--- config.mk ---
export PLATFORM = sky130hd
export DESIGN_NAME = lsu_mem_master
export DESIGN_NICKNAME = d
export VERILOG_FILES = /design/src/rtl/lsu_pkg.sv /design/src/rtl/lsu_align.sv /design/src/rtl/lsu_mem_master.sv
export SDC_FILE = /design/constraint.sdc
export NUM_CORES = 1
export LEC_CHECK = 0
export ABC_CLOCK_PERIOD_IN_PS = 1800
export BUFFER_PORTS_ARGS = -buffer_cell sky130_fd_sc_hd__buf_2
export CORE_MARGIN = 3
export CORE_UTILIZATION = 44
export CTS_BUF_LIST = sky130_fd_sc_hd__clkbuf_4 sky130_fd_sc_hd__clkbuf_8
export CTS_CLUSTER_SIZE = 10
export DETAILED_ROUTE_END_ITERATION = 6
export PLACE_DENSITY = 0.78
export SYNTH_ARGS = -nofsm -noshare
export SYNTH_HDL_FRONTEND = slang
export SYNTH_SLANG_ARGS = --single-unit
export TNS_END_PERCENT = 30
--- constraint.sdc ---
create_clock -name clk -period 1.8 [get_ports clk]
set_input_delay 0.36 -clock clk [delete_from_list [all_inputs] [get_ports clk]]
set_output_delay 0.36 -clock clk [all_outputs]
set_load 0.02 [all_outputs]
--- src/rtl/lsu_pkg.sv ---
// Shared types for the load/store unit: access codes, FSM states and the
// legality/alignment check applied when a request is accepted.
package lsu_pkg;

  typedef enum logic [2:0] {
    BYTE_S = 3'b000,
    HALF_S = 3'b001,
    WORD   = 3'b010,
    BYTE_U = 3'b100,
    HALF_U = 3'b101
  } access_e;

  typedef enum logic [1:0] {
    IDLE,
    ISSUE,
    WAIT_R,
    RESP
  } state_e;

  // True when the code is legal and the byte offset suits the access size.
  function automatic logic access_ok(input logic [2:0] ctrl, input logic [1:0] off);
    case (ctrl)
      BYTE_S, BYTE_U: access_ok = 1'b1;
      HALF_S, HALF_U: access_ok = ~off[0];
      WORD:           access_ok = (off == 2'b00);
      default:        access_ok = 1'b0;
    endcase
  endfunction

endpackage

--- src/rtl/lsu_align.sv ---
// Combinational lane logic: store byte-enable/data replication and load
// shift plus sign/zero extension.
module lsu_align (
  input  logic [1:0]  enc_size,
  input  logic [1:0]  enc_off,
  input  logic [31:0] enc_wdata_in,
  output logic [3:0]  enc_be,
  output logic [31:0] enc_wdata,
  input  logic [1:0]  dec_size,
  input  logic        dec_signed,
  input  logic [1:0]  dec_off,
  input  logic [31:0] dec_rdata_in,
  output logic [31:0] dec_rdata
);

  logic [31:0] shifted;

  always_comb begin
    enc_be    = 4'b1111;
    enc_wdata = enc_wdata_in;
    case (enc_size)
      2'b00: begin
        enc_be    = 4'b0001 << enc_off;
        enc_wdata = {4{enc_wdata_in[7:0]}};
      end
      2'b01: begin
        enc_be    = 4'b0011 << enc_off;
        enc_wdata = {2{enc_wdata_in[15:0]}};
      end
      default: begin
        enc_be    = 4'b1111;
        enc_wdata = enc_wdata_in;
      end
    endcase
  end

  always_comb begin
    shifted   = dec_rdata_in >> {dec_off, 3'b000};
    dec_rdata = shifted;
    case (dec_size)
      2'b00:   dec_rdata = {{24{dec_signed & shifted[7]}}, shifted[7:0]};
      2'b01:   dec_rdata = {{16{dec_signed & shifted[15]}}, shifted[15:0]};
      default: dec_rdata = shifted;
    endcase
  end

endmodule

--- src/rtl/lsu_mem_master.sv ---
// Load/store unit memory initiator: one request at a time, req/gnt/rvalid
// memory protocol. Optional gnt/rvalid timeout under LSU_TIMEOUT_EN.
//
// state  | meaning
// IDLE   | req_ready=1, accept and check request
// ISSUE  | mem_req held with stable address/lanes until mem_gnt
// WAIT_R | load granted, waiting for mem_rvalid
// RESP   | rsp_valid pulse for one cycle
module lsu_mem_master
  import lsu_pkg::*;
#(
  parameter int TIMEOUT_CYCLES = 16
) (
  input  logic        clk,
  input  logic        rst,
  input  logic        req_valid,
  output logic        req_ready,
  input  logic        req_we,
  input  logic [2:0]  req_ctrl,
  input  logic [31:0] req_addr,
  input  logic [31:0] req_wdata,
  output logic        rsp_valid,
  output logic [31:0] rsp_rdata,
  output logic        rsp_err,
  output logic        mem_req,
  input  logic        mem_gnt,
  output logic        mem_we,
  output logic [31:0] mem_addr,
  output logic [3:0]  mem_be,
  output logic [31:0] mem_wdata,
  input  logic        mem_rvalid,
  input  logic [31:0] mem_rdata
);

  state_e      state_q, state_d;
  logic [2:0]  ctrl_q, ctrl_d;
  logic [1:0]  off_q, off_d;
  logic        mem_req_q, mem_req_d;
  logic        mem_we_q, mem_we_d;
  logic [31:0] mem_addr_q, mem_addr_d;
  logic [3:0]  mem_be_q, mem_be_d;
  logic [31:0] mem_wdata_q, mem_wdata_d;
  logic        rsp_valid_q, rsp_valid_d;
  logic        rsp_err_q, rsp_err_d;
  logic [31:0] rsp_rdata_q, rsp_rdata_d;

  logic [3:0]  enc_be;
  logic [31:0] enc_wdata;
  logic [31:0] dec_rdata;
  logic        timeout;

  lsu_align u_align (
    .enc_size     (req_ctrl[1:0]),
    .enc_off      (req_addr[1:0]),
    .enc_wdata_in (req_wdata),
    .enc_be       (enc_be),
    .enc_wdata    (enc_wdata),
    .dec_size     (ctrl_q[1:0]),
    .dec_signed   (~ctrl_q[2]),
    .dec_off      (off_q),
    .dec_rdata_in (mem_rdata),
    .dec_rdata    (dec_rdata)
  );

`ifdef LSU_TIMEOUT_EN
  localparam int CNT_W = $clog2(TIMEOUT_CYCLES + 1);
  logic [CNT_W-1:0] cnt_q, cnt_d;

  assign timeout = (cnt_q == CNT_W'(TIMEOUT_CYCLES - 1));

  // Counts consecutive cycles in one waiting state; any state change clears it.
  always_comb begin
    cnt_d = '0;
    if ((state_q == ISSUE || state_q == WAIT_R) && state_d == state_q)
      cnt_d = cnt_q + CNT_W'(1);
  end

  always_ff @(posedge clk) begin
    if (rst) cnt_q <= '0;
    else     cnt_q <= cnt_d;
  end
`else
  assign timeout = 1'b0;
`endif

  assign req_ready = (state_q == IDLE);

  always_comb begin
    state_d     = state_q;
    ctrl_d      = ctrl_q;
    off_d       = off_q;
    mem_req_d   = mem_req_q;
    mem_we_d    = mem_we_q;
    mem_addr_d  = mem_addr_q;
    mem_be_d    = mem_be_q;
    mem_wdata_d = mem_wdata_q;
    rsp_valid_d = 1'b0;
    rsp_err_d   = 1'b0;
    rsp_rdata_d = '0;
    case (state_q)
      IDLE: begin
        if (req_valid) begin
          ctrl_d = req_ctrl;
          off_d  = req_addr[1:0];
          if (!access_ok(req_ctrl, req_addr[1:0])) begin
            state_d     = RESP;
            rsp_valid_d = 1'b1;
            rsp_err_d   = 1'b1;
          end else begin
            state_d     = ISSUE;
            mem_req_d   = 1'b1;
            mem_we_d    = req_we;
            mem_addr_d  = {req_addr[31:2], 2'b00};
            mem_be_d    = enc_be;
            mem_wdata_d = enc_wdata;
          end
        end
      end
      ISSUE: begin
        if (mem_gnt) begin
          mem_req_d = 1'b0;
          if (mem_we_q) begin
            state_d     = RESP;
            rsp_valid_d = 1'b1;
          end else begin
            state_d = WAIT_R;
          end
        end else if (timeout) begin
          mem_req_d   = 1'b0;
          state_d     = RESP;
          rsp_valid_d = 1'b1;
          rsp_err_d   = 1'b1;
        end
      end
      WAIT_R: begin
        if (mem_rvalid) begin
          state_d     = RESP;
          rsp_valid_d = 1'b1;
          rsp_rdata_d = dec_rdata;
        end else if (timeout) begin
          state_d     = RESP;
          rsp_valid_d = 1'b1;
          rsp_err_d   = 1'b1;
        end
      end
      RESP: begin
        state_d = IDLE;
      end
      default: begin
        state_d = IDLE;
      end
    endcase
  end

  always_ff @(posedge clk) begin
    if (rst) begin
      state_q     <= IDLE;
      ctrl_q      <= '0;
      off_q       <= '0;
      mem_req_q   <= 1'b0;
      mem_we_q    <= 1'b0;
      mem_addr_q  <= '0;
      mem_be_q    <= 4'b0000;
      mem_wdata_q <= '0;
      rsp_valid_q <= 1'b0;
      rsp_err_q   <= 1'b0;
      rsp_rdata_q <= '0;
    end else begin
      state_q     <= state_d;
      ctrl_q      <= ctrl_d;
      off_q       <= off_d;
      mem_req_q   <= mem_req_d;
      mem_we_q    <= mem_we_d;
      mem_addr_q  <= mem_addr_d;
      mem_be_q    <= mem_be_d;
      mem_wdata_q <= mem_wdata_d;
      rsp_valid_q <= rsp_valid_d;
      rsp_err_q   <= rsp_err_d;
      rsp_rdata_q <= rsp_rdata_d;
    end
  end

  assign mem_req   = mem_req_q;
  assign mem_we    = mem_we_q;
  assign mem_addr  = mem_addr_q;
  assign mem_be    = mem_be_q;
  assign mem_wdata = mem_wdata_q;
  assign rsp_valid = rsp_valid_q;
  assign rsp_err   = rsp_err_q;
  assign rsp_rdata = rsp_rdata_q;

endmodule

After elaboration in Yosys (flattened, before gate mapping)
Cells that the tools add are included.
Word-level totals
  flip-flop bits (word level): 109
  word-level logic and storage cells: 70
  output and inout port bits: 105
  input port bits: 105
Operators by class
  shifts and indexed selects: 3
  bitwise operators: 7
  reduce and logical (&&, ||, !) cells: 14
  multiplexer cells: 22
  equality and inequality tests: 13
Operators by type and width (count)
  $pmux 32 s2: 2
  $shr 32x5->32: 1
  $mux 1: 11
  $logic_not 2->1: 4
  $mux 2: 4
  $pmux 2 s4: 1
  $pmux 4 s2: 1
  $eq 2x1->1 const B: 3
  $eq 3x3->1 const B: 2
  $ne 2x2->1 const B: 3
  $pmux 1 s3: 2
  $reduce_and 3->1: 2
  $reduce_or 2->1: 3
  $not 1->1: 5
  $eq 2x2->1 const B: 2
  $reduce_and 4->1: 1
  $shl 1x2->4 const A: 1
  $shl 2x2->4 const A: 1
  $eq 3x1->1 const B: 1
  $eq 3x2->1 const B: 1
  $logic_not 3->1: 1
  $reduce_or 3->1: 1
  $and 1x1->1: 2
  $ne 2x1->1 const B: 1
  other kinds (3): 3

Depth between registers and ports, before layout
  depth after elaboration: 8
  gate-level depth with buffers: 10
  mapped depth without buffers: 6

Cells and area by module
A second synthesis with hierarchy kept.
Unflattened totals
  cells, all modules: 591
  area, all modules: 4958.5 µm²
By module, submodules not included
  lsu_mem_master: area each 3688.5 µm², seq. area each 2182.1 µm², cells an instance 423, times used 1
  lsu_align: area each 1270.0 µm², seq. area each 0.0 µm², cells an instance 168, times used 1

Least setup slack after synthesis
OpenSTA, ideal clock, no wires.
  path kind: flip-flop to flip-flop
  start point: register state_q[0]
  end point: register mem_addr_q[23], in the netlist mem_addr[23]
  cell stages (with the launch flop): 10
  path buffers: 3
  setup slack: -104 ps
  setup time: 70 ps
  clock period less this slack: 1904 ps
  data required time: 1730 ps
  arrival time: 1833 ps
  path through: dfxtp_1 inv_1 ha_1 buf_2 nand2_1 o21bai_2 buf_4 clkbuf_1 nand2_1 a21oi_1
Between the ends
  cells in the longest elaborated chain, start to end: 2
Ends and longest elaborated chain
  from (decl): line lsu_mem_master.sv:35  | state_e state_q, state_d;
  from (signal assigned): line lsu_mem_master.sv:169  | state_q <= state_d;
  $logic_not 2->1
  named net req_ready: line lsu_mem_master.sv:17  | output logic req_ready,
  $reduce_and 3->1 (no line)
  to (signal assigned): line lsu_mem_master.sv:174  | mem_addr_q <= mem_addr_d;
  to (decl): line lsu_mem_master.sv:40  | logic [31:0] mem_addr_q, mem_addr_d;
The timed path passes the listed nets, and every way through them passes these cells.
A chain may end at the register's enable or synchronous reset.

Worst setup path after layout
  start point: register state_q[0]
  end point: register rsp_rdata_q[17], in the netlist rsp_rdata[17]
Between the ends
  cells in the longest elaborated chain, start to end: 3
Ends and longest elaborated chain
  $eq 2x2->1: line lsu_mem_master.sv:100  | case (state_q)
  $not 1->1 (no line)
  $reduce_or 3->1 (no line)
  to (signal assigned): line lsu_mem_master.sv:179  | rsp_rdata_q <= rsp_rdata_d;
  to (decl): line lsu_mem_master.sv:45  | logic [31:0] rsp_rdata_q, rsp_rdata_d;
No other way between the ends.

==> impl_metrics.tcl <==
set metrics [dict create \
    fin_ws_ns 0.1228 \
    synth_top_family_by_area "compound AO/OA/AOI/OAI gates" \
    regArea_um2 2182 \
    die_area_um2 11640 \
    synth_top_area_share_pct 47.78 \
    skew_ns 0.008751 \
    synth.area.mux_share_pct 7.945 \
    grt_max_degree 78 \
    ctsLongestPathBuffers 2 \
    power_frac_seq_pct 43.3 \
    dr.pass1.iters 4 \
    p_sw_uw 2220 \
    grt_use_met1_pct 25.64 \
    slowest_stage "or3b_4" \
    vias 4483 \
    multi_input_area_um2 2173 \
    drv_slew 0 \
    fmax_ghz 0.5962 \
    areaGrowthSynthToFinish_pct 31.64 \
    max-cap-violations 0 \
    synth_area_per_cell_um2 8.473 \
    hold_viol_final 0 \
    grt_use_total_pct 22.59 \
    drt_iter0_markers 220 \
    die_h_um 107.9 \
    core_area_um2 9955 \
    cpPeakStageDelay_ns 0.51 \
    switching_share_pct 33.80 \
    start_util_pct 45.88 \
    endpoint_kind "flop" \
    busiest_layer "met2" \
    ant_nets 0 \
    drc 0 \
    syn-cell-area_um2 4567 \
    syn_inst 539 \
    finalCritPeriodShare_pct 93.18 \
    yosysUniqueCellTypes 41 \
    cts_tree "built" \
    synthArstFlopShare_pct 0 \
    cts_root_buf "clkbuf_8" \
    synth_xor_area_share_pct 0 \
    ios 210 \
    place_hpwl_mm 9.882 \
    htreeDepth 3 \
    fillers 847 \
    grt_use_met3_pct 6.479 \
    grt_pass1_wl_mm 20.91 \
    cts_buffers 9 \
    hold_path_class "input pin to flop" \
    critPathLaunchType "flop" \
    row_count 36 \
    critical_path.top_delay_family "simple AND/OR/NAND/NOR gates" \
    fin_crit_ns 1.677 \
    ir_drop_uv 559.9 \
    overflow 0 \
    ys_seq_area_share_pct 47.78 \
    required_ns 2.10 \
    power_frac_comb_pct 31.2 \
    synthAdderAreaFrac_pct 1.096 \
    grt_pass1_vias 4311 \
    drt-total-wl_mm 13.32 \
    synth-edff-count 0 \
    yosys.area_share.simple_pct 18.30 \
    clock_sinks 109 \
    fin_nets 841 \
    routedWlPerCell_um 15.33 \
    critPathKind "flop to flop" \
    n_antenna_cell 0 \
    clkPwrFrac_pct 25.5 \
    yosys-top-cells-area "dfxtp_1 (48%), nand2_1 (11%), mux2i_1 (7.5%), a21oi_1 (6.2%), a211oi_1 (5.1%)" \
    antenna_found_initial 1 \
    use_met2_pct 39.56 \
    yosysWarnings 0 \
    synth-compound-area-share_pct 19.29 \
    arrival_ns 1.97 \
    die_w_um 107.9 \
    place_congestion 0.8095 \
    powerDensity_nw_per_um2 1093 \
    via_per_inst 5.159 \
    synth_ff_type "dfxtp_1" \
    max_slew_margin_pct 45.00 \
    clk_pin_slew_ns 0.10 \
    clk_latency_ns 0.36 \
    p_leak_uw 0.002762 \
    placed_area_um2 5757 \
    place_ws_ns 0.1216 \
    fin_area_um2 6012 \
    crit_fanout 8 \
    hold_buffers 0 \
    yosys.area.top_type "dfxtp_1" \
    synth_seq_cells 109 \
    critPathBufInv 1 \
    crit_chain "inv_1 -> ha_1 -> nand3b_1 -> or3b_4 -> o21ai_1" \
    drive_above_1_share_pct 34.51 \
    io_buffers 207 \
    setup_viol 0 \
    internal-power_uw 4349 \
    worst_pin_slew_ns 0.8250 \
    run_status "completed" \
]
[power groups by stage]
stage,combinational (µW),sequential (µW),clock (µW)
4_1_cts,2020,2840,1720
3_5_place_dp,2010,2890,0
6_report,2050,2850,1670
2_1_floorplan,1070,3150,0
3_3_place_gp,1960,2880,0
5_1_grt,2260,2880,1800
[metal layers]
layer,vias up,share of wire [%]
li1,2230,-
met1,2048,40
met2,182,49
met3,21,8.7
met4,2,2.5
met5,-,0.083
[final cells by class]
| cell class | instances | share of cell area [%] |
|---|---|---|
| repair buffers | 228 | 20.69 |
| clock inverters | 3 | 1.145 |
| well taps | 133 | 2.768 |
| clock buffers | 12 | 2.643 |
| multi-input cells | 379 | 36.15 |
| inverters | 5 | 0.3122 |
| flip-flops and latches | 109 | 36.30 |
[registers in the layout, indices dropped and copies added, names as in the netlist]
name       count
mem_req        1
mem_addr      30
mem_wdata     32
state_q        2
rsp_valid      1
rsp_rdata     32
ctrl_q         3
off_q          2
mem_we         1
rsp_err        1
mem_be         4
[layout by cell type (no fill, tap or decap), types with 3 or more instances in the layout]
cell type | Yosys | layout
o211ai_1 | 8 | 8
clkbuf_8 | 0 | 11
a211oi_1 | 31 | 31
nand2b_1 | 3 | 3
o21ai_1 | 9 | 9
o21ai_0 | 11 | 11
buf_2 | 12 | 207
a311oi_1 | 10 | 10
mux2i_1 | 34 | 34
ha_1 | 4 | 3
inv_1 | 4 | 3
buf_4 | 9 | 17
nand3_1 | 7 | 7
buf_12 | 0 | 4
nor3_1 | 4 | 4
dfxtp_1 | 109 | 109
nand2_1 | 128 | 128
a21oi_1 | 57 | 57
nor2_1 | 41 | 41
nor2b_1 | 11 | 11
[cells by family (layout without fill, tap and decap cells)]
kind of cell / count (synthesis) / after routing
buf+inv: 52 / 248
compound gates: 139 / 139
mux: 35 / 35
simple gates: 199 / 199
fa+ha+maj: 4 / 4
flops: 109 / 109
other cells: 1 / 2
[synth_stat cells (all sizes together), types with 2 or more instances]
master and instances:
clkbuf 21, nand2b 3, a211oi 31, o211ai 8, mux2i 34, nand2 128, a221oi 2, a21oi 58
dfxtp 109, o21bai 2, ha 4, buf 26, nor2b 11, inv 5, o21ai 20, nor3 4
nand3 7, a311oi 10, nor2 41
[per-stage QoR]
step                      utilization [%]  setup TNS [ns]  hold slack [ns]  power, µW  cells
after detailed placement            57.83               0           0.4434       4905    853
after global routing                60.39         -0.1619           0.2071       6939    869
final                               60.39               0           0.2132       6569    869
after CTS                           60.12               0           0.1933       6578    868
after global placement              57.83               0           0.4393       4837    853
after floorplan                         -               0           0.4446       4215    540
[worst register-to-register path: stages, from the launching register on]
cell	delay (ns)
dfxtp_1	0.37
inv_1	0.14
ha_1	0.20
nand3b_1	0.23
or3b_4	0.52
o21ai_1	0.16
[final timing paths]
path | end | startpoint | slack (ns) | cells past startpoint
max | rsp_rdata[17]$_SDFF_PP0_ | state_q[0]$_SDFFE_PP0P_ | 0.12 | 5
min | mem_addr[10]$_SDFFE_PP0P_ | req_addr[10] | 0.21 | 3
max reg2reg | rsp_rdata[17]$_SDFF_PP0_ | state_q[0]$_SDFFE_PP0P_ | 0.12 | 5
min reg2reg | mem_addr[26]$_SDFFE_PP0P_ | mem_addr[26]$_SDFFE_PP0P_ | 0.45 | 2
[repair_timing]
item / in CTS / in global routing
buffers inserted: 0 / 1
gates resized for setup: 0 / 4
setup endpoints to repair: 0 / 30
Power figures use the tool's default switching activity.
